## config.mk

```make
export PLATFORM = sky130hd
export DESIGN_NAME = fifo_rd_serializer
export DESIGN_NICKNAME = d
export VERILOG_FILES = /design/src/rtl/fifo_rd_serializer.sv
export SDC_FILE = /design/constraint.sdc
export NUM_CORES = 1
export LEC_CHECK = 0
export ABC_AREA = 1
export BUFFER_PORTS_ARGS = -buffer_cell sky130_fd_sc_hd__buf_2
export CORE_UTILIZATION = 35
export CTS_CLUSTER_DIAMETER = 50
export DETAILED_ROUTE_END_ITERATION = 7
export HOLD_SLACK_MARGIN = 0.08
export MAX_ROUTING_LAYER = met4
export PLACE_DENSITY = 0.62
export SLEW_MARGIN = 20
export SYNTH_ARGS = -nofsm -noshare
export SYNTH_HDL_FRONTEND = slang
export SYNTH_SLANG_ARGS = --single-unit
```

## constraint.sdc

```tcl
create_clock -name clk -period 1.4 [get_ports clk]
set_clock_uncertainty 0.05 [all_clocks]
set_input_delay 0.28 -clock clk [delete_from_list [all_inputs] [get_ports clk]]
set_output_delay 0.28 -clock clk [all_outputs]
set_load 0.05 [all_outputs]
```

## src/rtl/fifo_rd_serializer.sv

```systemverilog
// rtl/fifo_rd_serializer.sv - pops words from a FIFO and sends them as serial frames (start, data LSB first, optional parity, stop)
module fifo_rd_serializer #(
  parameter int DATA_WIDTH = 8
) (
  input  logic                  clk,
  input  logic                  rst_n,
  input  logic                  empty,
  input  logic [DATA_WIDTH-1:0] rd_data,
  output logic                  r_inc,
  input  logic [5:0]            prescale,
  input  logic                  par_en,
  input  logic                  par_typ,
  output logic                  tx_out,
  output logic                  busy
);

  localparam int IDX_W = (DATA_WIDTH > 1) ? $clog2(DATA_WIDTH) : 1;
  localparam logic [IDX_W-1:0] LAST_IDX = IDX_W'(DATA_WIDTH - 1);

  typedef enum logic [2:0] {
    IDLE   = 3'd0,
    LOAD   = 3'd1,
    START  = 3'd2,
    DATA   = 3'd3,
    PARITY = 3'd4,
    STOP   = 3'd5
  } state_t;

  state_t                state;
  logic [DATA_WIDTH-1:0] shift_q;
  logic [5:0]            pre_q;
  logic                  par_en_q;
  logic                  par_bit_q;
  logic [5:0]            bit_cnt;
  logic [IDX_W-1:0]      idx;
  logic [5:0]            pre_eff;
  logic                  bit_end;

  assign pre_eff = (prescale == 6'd0) ? 6'd1 : prescale;
  assign bit_end = (bit_cnt == 6'd0);

  // Outputs are registered alongside the state so they change only on clock edges.
  always_ff @(posedge clk or negedge rst_n) begin
    if (!rst_n) begin
      state     <= IDLE;
      shift_q   <= '0;
      pre_q     <= '0;
      par_en_q  <= 1'b0;
      par_bit_q <= 1'b0;
      bit_cnt   <= '0;
      idx       <= '0;
      r_inc     <= 1'b0;
      tx_out    <= 1'b1;
      busy      <= 1'b0;
    end else begin
      r_inc <= 1'b0;
      case (state)
        IDLE: begin
          tx_out <= 1'b1;
          busy   <= 1'b0;
          if (!empty) begin
            state <= LOAD;
            r_inc <= 1'b1;
            busy  <= 1'b1;
          end
        end
        LOAD: begin
          shift_q   <= rd_data;
          pre_q     <= pre_eff;
          par_en_q  <= par_en;
          par_bit_q <= (^rd_data) ^ par_typ;
          bit_cnt   <= pre_eff - 6'd1;
          state     <= START;
          tx_out    <= 1'b0;
        end
        START: begin
          if (bit_end) begin
            bit_cnt <= pre_q - 6'd1;
            idx     <= '0;
            state   <= DATA;
            tx_out  <= shift_q[0];
          end else begin
            bit_cnt <= bit_cnt - 6'd1;
          end
        end
        DATA: begin
          if (bit_end) begin
            bit_cnt <= pre_q - 6'd1;
            if (idx == LAST_IDX) begin
              if (par_en_q) begin
                state  <= PARITY;
                tx_out <= par_bit_q;
              end else begin
                state  <= STOP;
                tx_out <= 1'b1;
              end
            end else begin
              idx     <= idx + IDX_W'(1);
              shift_q <= shift_q >> 1;
              tx_out  <= shift_q[1];
            end
          end else begin
            bit_cnt <= bit_cnt - 6'd1;
          end
        end
        PARITY: begin
          if (bit_end) begin
            bit_cnt <= pre_q - 6'd1;
            state   <= STOP;
            tx_out  <= 1'b1;
          end else begin
            bit_cnt <= bit_cnt - 6'd1;
          end
        end
        STOP: begin
          // Only here is EMPTY sampled for the next word; a refill chains frames with one LOAD cycle.
          if (bit_end) begin
            if (!empty) begin
              state <= LOAD;
              r_inc <= 1'b1;
            end else begin
              state <= IDLE;
              busy  <= 1'b0;
            end
          end else begin
            bit_cnt <= bit_cnt - 6'd1;
          end
        end
        default: begin
          state  <= IDLE;
          tx_out <= 1'b1;
          busy   <= 1'b0;
        end
      endcase
    end
  end

endmodule

```

==> impl_results.md <==
* Status: finished with violations
* Failing checks: negative setup slack
* Synth Area in XOR/XNOR at 0.0255
* Syn Std Cell Area at 2060 um2
* Final setup margin at -60.2 ps
* WHS Endpoint: par_en_q$_DFFE_PN0P_
* Worst setup EP type: flop
* TritonCTS Sinks at 31
* Final wirelength at 5.27 mm
* Worst Path Required at 1510 ps
* Internal power at 1.31 mW
* DIE AREA at 6200 um2
* Largest family of logic cells by synthesized area: simple AND/OR/NAND/NOR gates
* Port bufs at 21
* Setup Crit Path Kind: reg2reg
* TritonCTS clock tree: done
* Drt wl/cell at 11.7 um
* Height of the die at 78.7 um
* Final Hold Viols at 0
* Syn_area_per_cell at 6.71 um2
* CP Launch Type: flop
* Initial antenna violation count at 0
* Top cell type's share of synthesized area at 0.365
* Max transition margin at 0.748
* Highest Clock Rate at 685 MHz
* Post-Syn Nets at 332
* Max_cap viols at 0
* Fraction of layout cells with a size suffix above 1 at 0.314
* Post-synthesis simple-gate area fraction at 0.377
* DP Wirelength at 3.97 mm
* Switching power at 0.433 mW
* Yosys warns at 0
* Post-synthesis adder-cell area fraction at 0.0365
* Gr ovfl total at 0
* Combinational share of power at 0.087
* VDD IR max at 0.435 mV
* Final layout net count at 403
* Top Ports at 22
* Via/cell ratio at 4.64
* Post-DRT Antenna Nets at 0
* CTS clk-pin slew, worst paths at 70 ps
* Distinct cells, synth at 27
* Final Wtd Congestion at 0.834
* Flop-to-flop setup slack at -60 ps
* Initial DRC Count at 87
* Largest cells by area after synthesis: dfrtp_1 36%, nand2_1 19%, nand3_1 8.7%
* Sequential cell area fraction in the yosys report at 0.377
* TritonCTS Buffers at 5
* FP Rows at 27
* Critical Path Fanout Max at 6
* Async SR Flop Fraction at 1.00
* H-tree lvl count at 2
* Clock power frac at 0.400
* Final period utilization at 1.04
* Number of global-route vias before repair at 1975
* Worst reg2reg path startpoint: bit_cnt[2]$_DFFE_PN0P_
* Max Buffers Root-to-Sink at 2
* Residual DRC at 0
* Post-synth EDFFs at 0
* Drt first pass iters at 4
* Pleak at 1.53 nW
* Multiplexer share of the synthesized area at 0
* First-pass GRT wire length at 8.84 mm
* Gate Count Post-Synth at 307
* Area grow syn2layout at 37.8%
* Skew-Pair Late Insertion Delay at 290 ps
* Via count at 2094
* Worst Path Arrival at 1570 ps
* Largest net degree at the start of global routing at 18
* Most common cell in the netlist: nand2_1
* Core ar. at 5570 um2
* Sequential power share at 0.513
* Total power at 1.75 mW
* Biggest area consumer among synthesized cells: dfrtp_1
* Diodes inserted at 0
* GRT Util Overall at 0.190
* Endpoints failing setup at 13
* Reg-to-Reg End: state[2]$_DFFE_PN0P_
* DIE WIDTH at 78.7 um
* Final min period at 1460 ps
* Hold Path Class: in2reg
* Final count of pins violating max slew at 0
* Switching Share at 0.248
* Clock Root Buffer: clkbuf_8
* Hold WS at 148 ps
* Top FF cell, synth: dfrtp_1
* Hold-critical path depth at 3
* Reg2Reg Depth at 6
* RSZ-0062 raised after global routing: yes
* Worst Hold Launch: par_en
* Sum Neg Setup Slack at -233 ps
* Synth Register Bits at 31
* Post-synthesis compound-gate area fraction at 0.0966
* Commonest cells post-synth: 104 x nand2_1, 36 x nand3_1, 35 x inv_1, 30 x dfrtp_1, 27 x nor2_1
* PwrDens at 615 nW/um2
* Tightest Pin Transition at 378 ps
* Initial Util at 0.369
## worst max-delay path by stage
stage / from / to / slack, ps / cells after the start
floorplan: bit_cnt[0]$_DFFE_PN0P_ / shift_q[6]$_DFFE_PN0P_ / -10 / 8
detailed placement: prescale[3] / bit_cnt[2]$_DFFE_PN0P_ / -200 / 12
global placement: prescale[3] / bit_cnt[4]$_DFFE_PN0P_ / -120 / 14
global route: bit_cnt[2]$_DFFE_PN0P_ / state[2]$_DFFE_PN0P_ / -160 / 6
finish: bit_cnt[2]$_DFFE_PN0P_ / state[2]$_DFFE_PN0P_ / -60 / 6
CTS: bit_cnt[1]$_DFFE_PN0P_ / state[2]$_DFFE_PN0P_ / -60 / 7
## cell type report
class / instances / area (um2)
multi-input cells: 229 / 1250
inverters: 44 / 168
clock buffers: 7 / 76.3
repair buffers: 67 / 472
well taps: 72 / 90.1
flip-flops and latches: 31 / 779
clock inverters: 1 / 5.00
fillers: 565 / 2740
## per-layer routing
layer / up-vias / GRT usage / routed length [um]
met5: - / - / 0
met4: 0 / 0.0630 / 74
met3: 5 / 0.0379 / 164
met2: 30 / 0.312 / 2560
met1: 938 / 0.234 / 2470
li1: 1121 / - / -
## worst max-delay path, stage by stage (launching register included)
cell and delay (ps):
dfrtp_1 400, nor2_2 200, nand3_4 150, nand2_4 110, nand4_1 210, nor2_1 160, a21oi_1 60
## flip-flops by register name, summed over array words and instances, names as in the netlist
signal / count
par_bit_q: 1
busy: 1
pre_q: 6
shift_q: 8
tx_out: 1
r_inc: 1
state: 3
bit_cnt: 6
idx: 3
par_en_q: 1
## placed cells by master, fill, tap and decap left out, types with 2 or more instances in the layout
cell and count:
dfrtp_2 2, o211ai_1 3, nand4_1 5, clkbuf_1 2, buf_2 20, xnor2_1 2
nand2_4 4, nor2_4 4, nor2_2 5, xor2_1 3, o21ai_0 14, inv_1 32
inv_2 11, buf_4 44, nand3_2 4, o21ai_1 9, ha_1 2, nand3b_1 2
nand2_2 7, nand3_1 31, ha_4 3, dfrtp_1 28, nor2_1 21, clkbuf_8 5
nand2_1 96, a21oi_1 5
## repair_timing
item	CTS	global route
gates resized for setup	24	14
endpoints found under the hold margin	13	0
endpoints found under the setup margin	21	22
pin swaps	11	11
setup buffers	0	5
hold buffers	1	0
## per-stage QoR
step                      cells  utilization  setup WS, ps  area [um2]
final                       451        0.509         -60.2        2840
after global routing        451        0.509          -163        2840
after CTS                   446        0.492         -62.2        2750
after detailed placement    437        0.462          -198        2570
after global placement      437        0.462          -122        2570
after floorplan             307            -         -12.5        2090
## cell families after synthesis
kind of cell	count (synthesis)
AND/OR/NAND/NOR	182
buffers and inverters	47
AO/OA/AOI/OAI	35
flip-flops	31
XOR/XNOR	6
adder cells (fa/ha/maj)	6
## power by group through the flow
stage / Clock, mW / Sequential [mW] / Combinational (mW)
global placement: 0 / 0.912 / 0.150
CTS: 0.720 / 0.895 / 0.154
floorplan: 0 / 0.913 / 0.0618
global route: 0.762 / 0.895 / 0.173
finish: 0.700 / 0.896 / 0.152
detailed placement: 0 / 0.912 / 0.151
(Power assumes the default switching activity.)
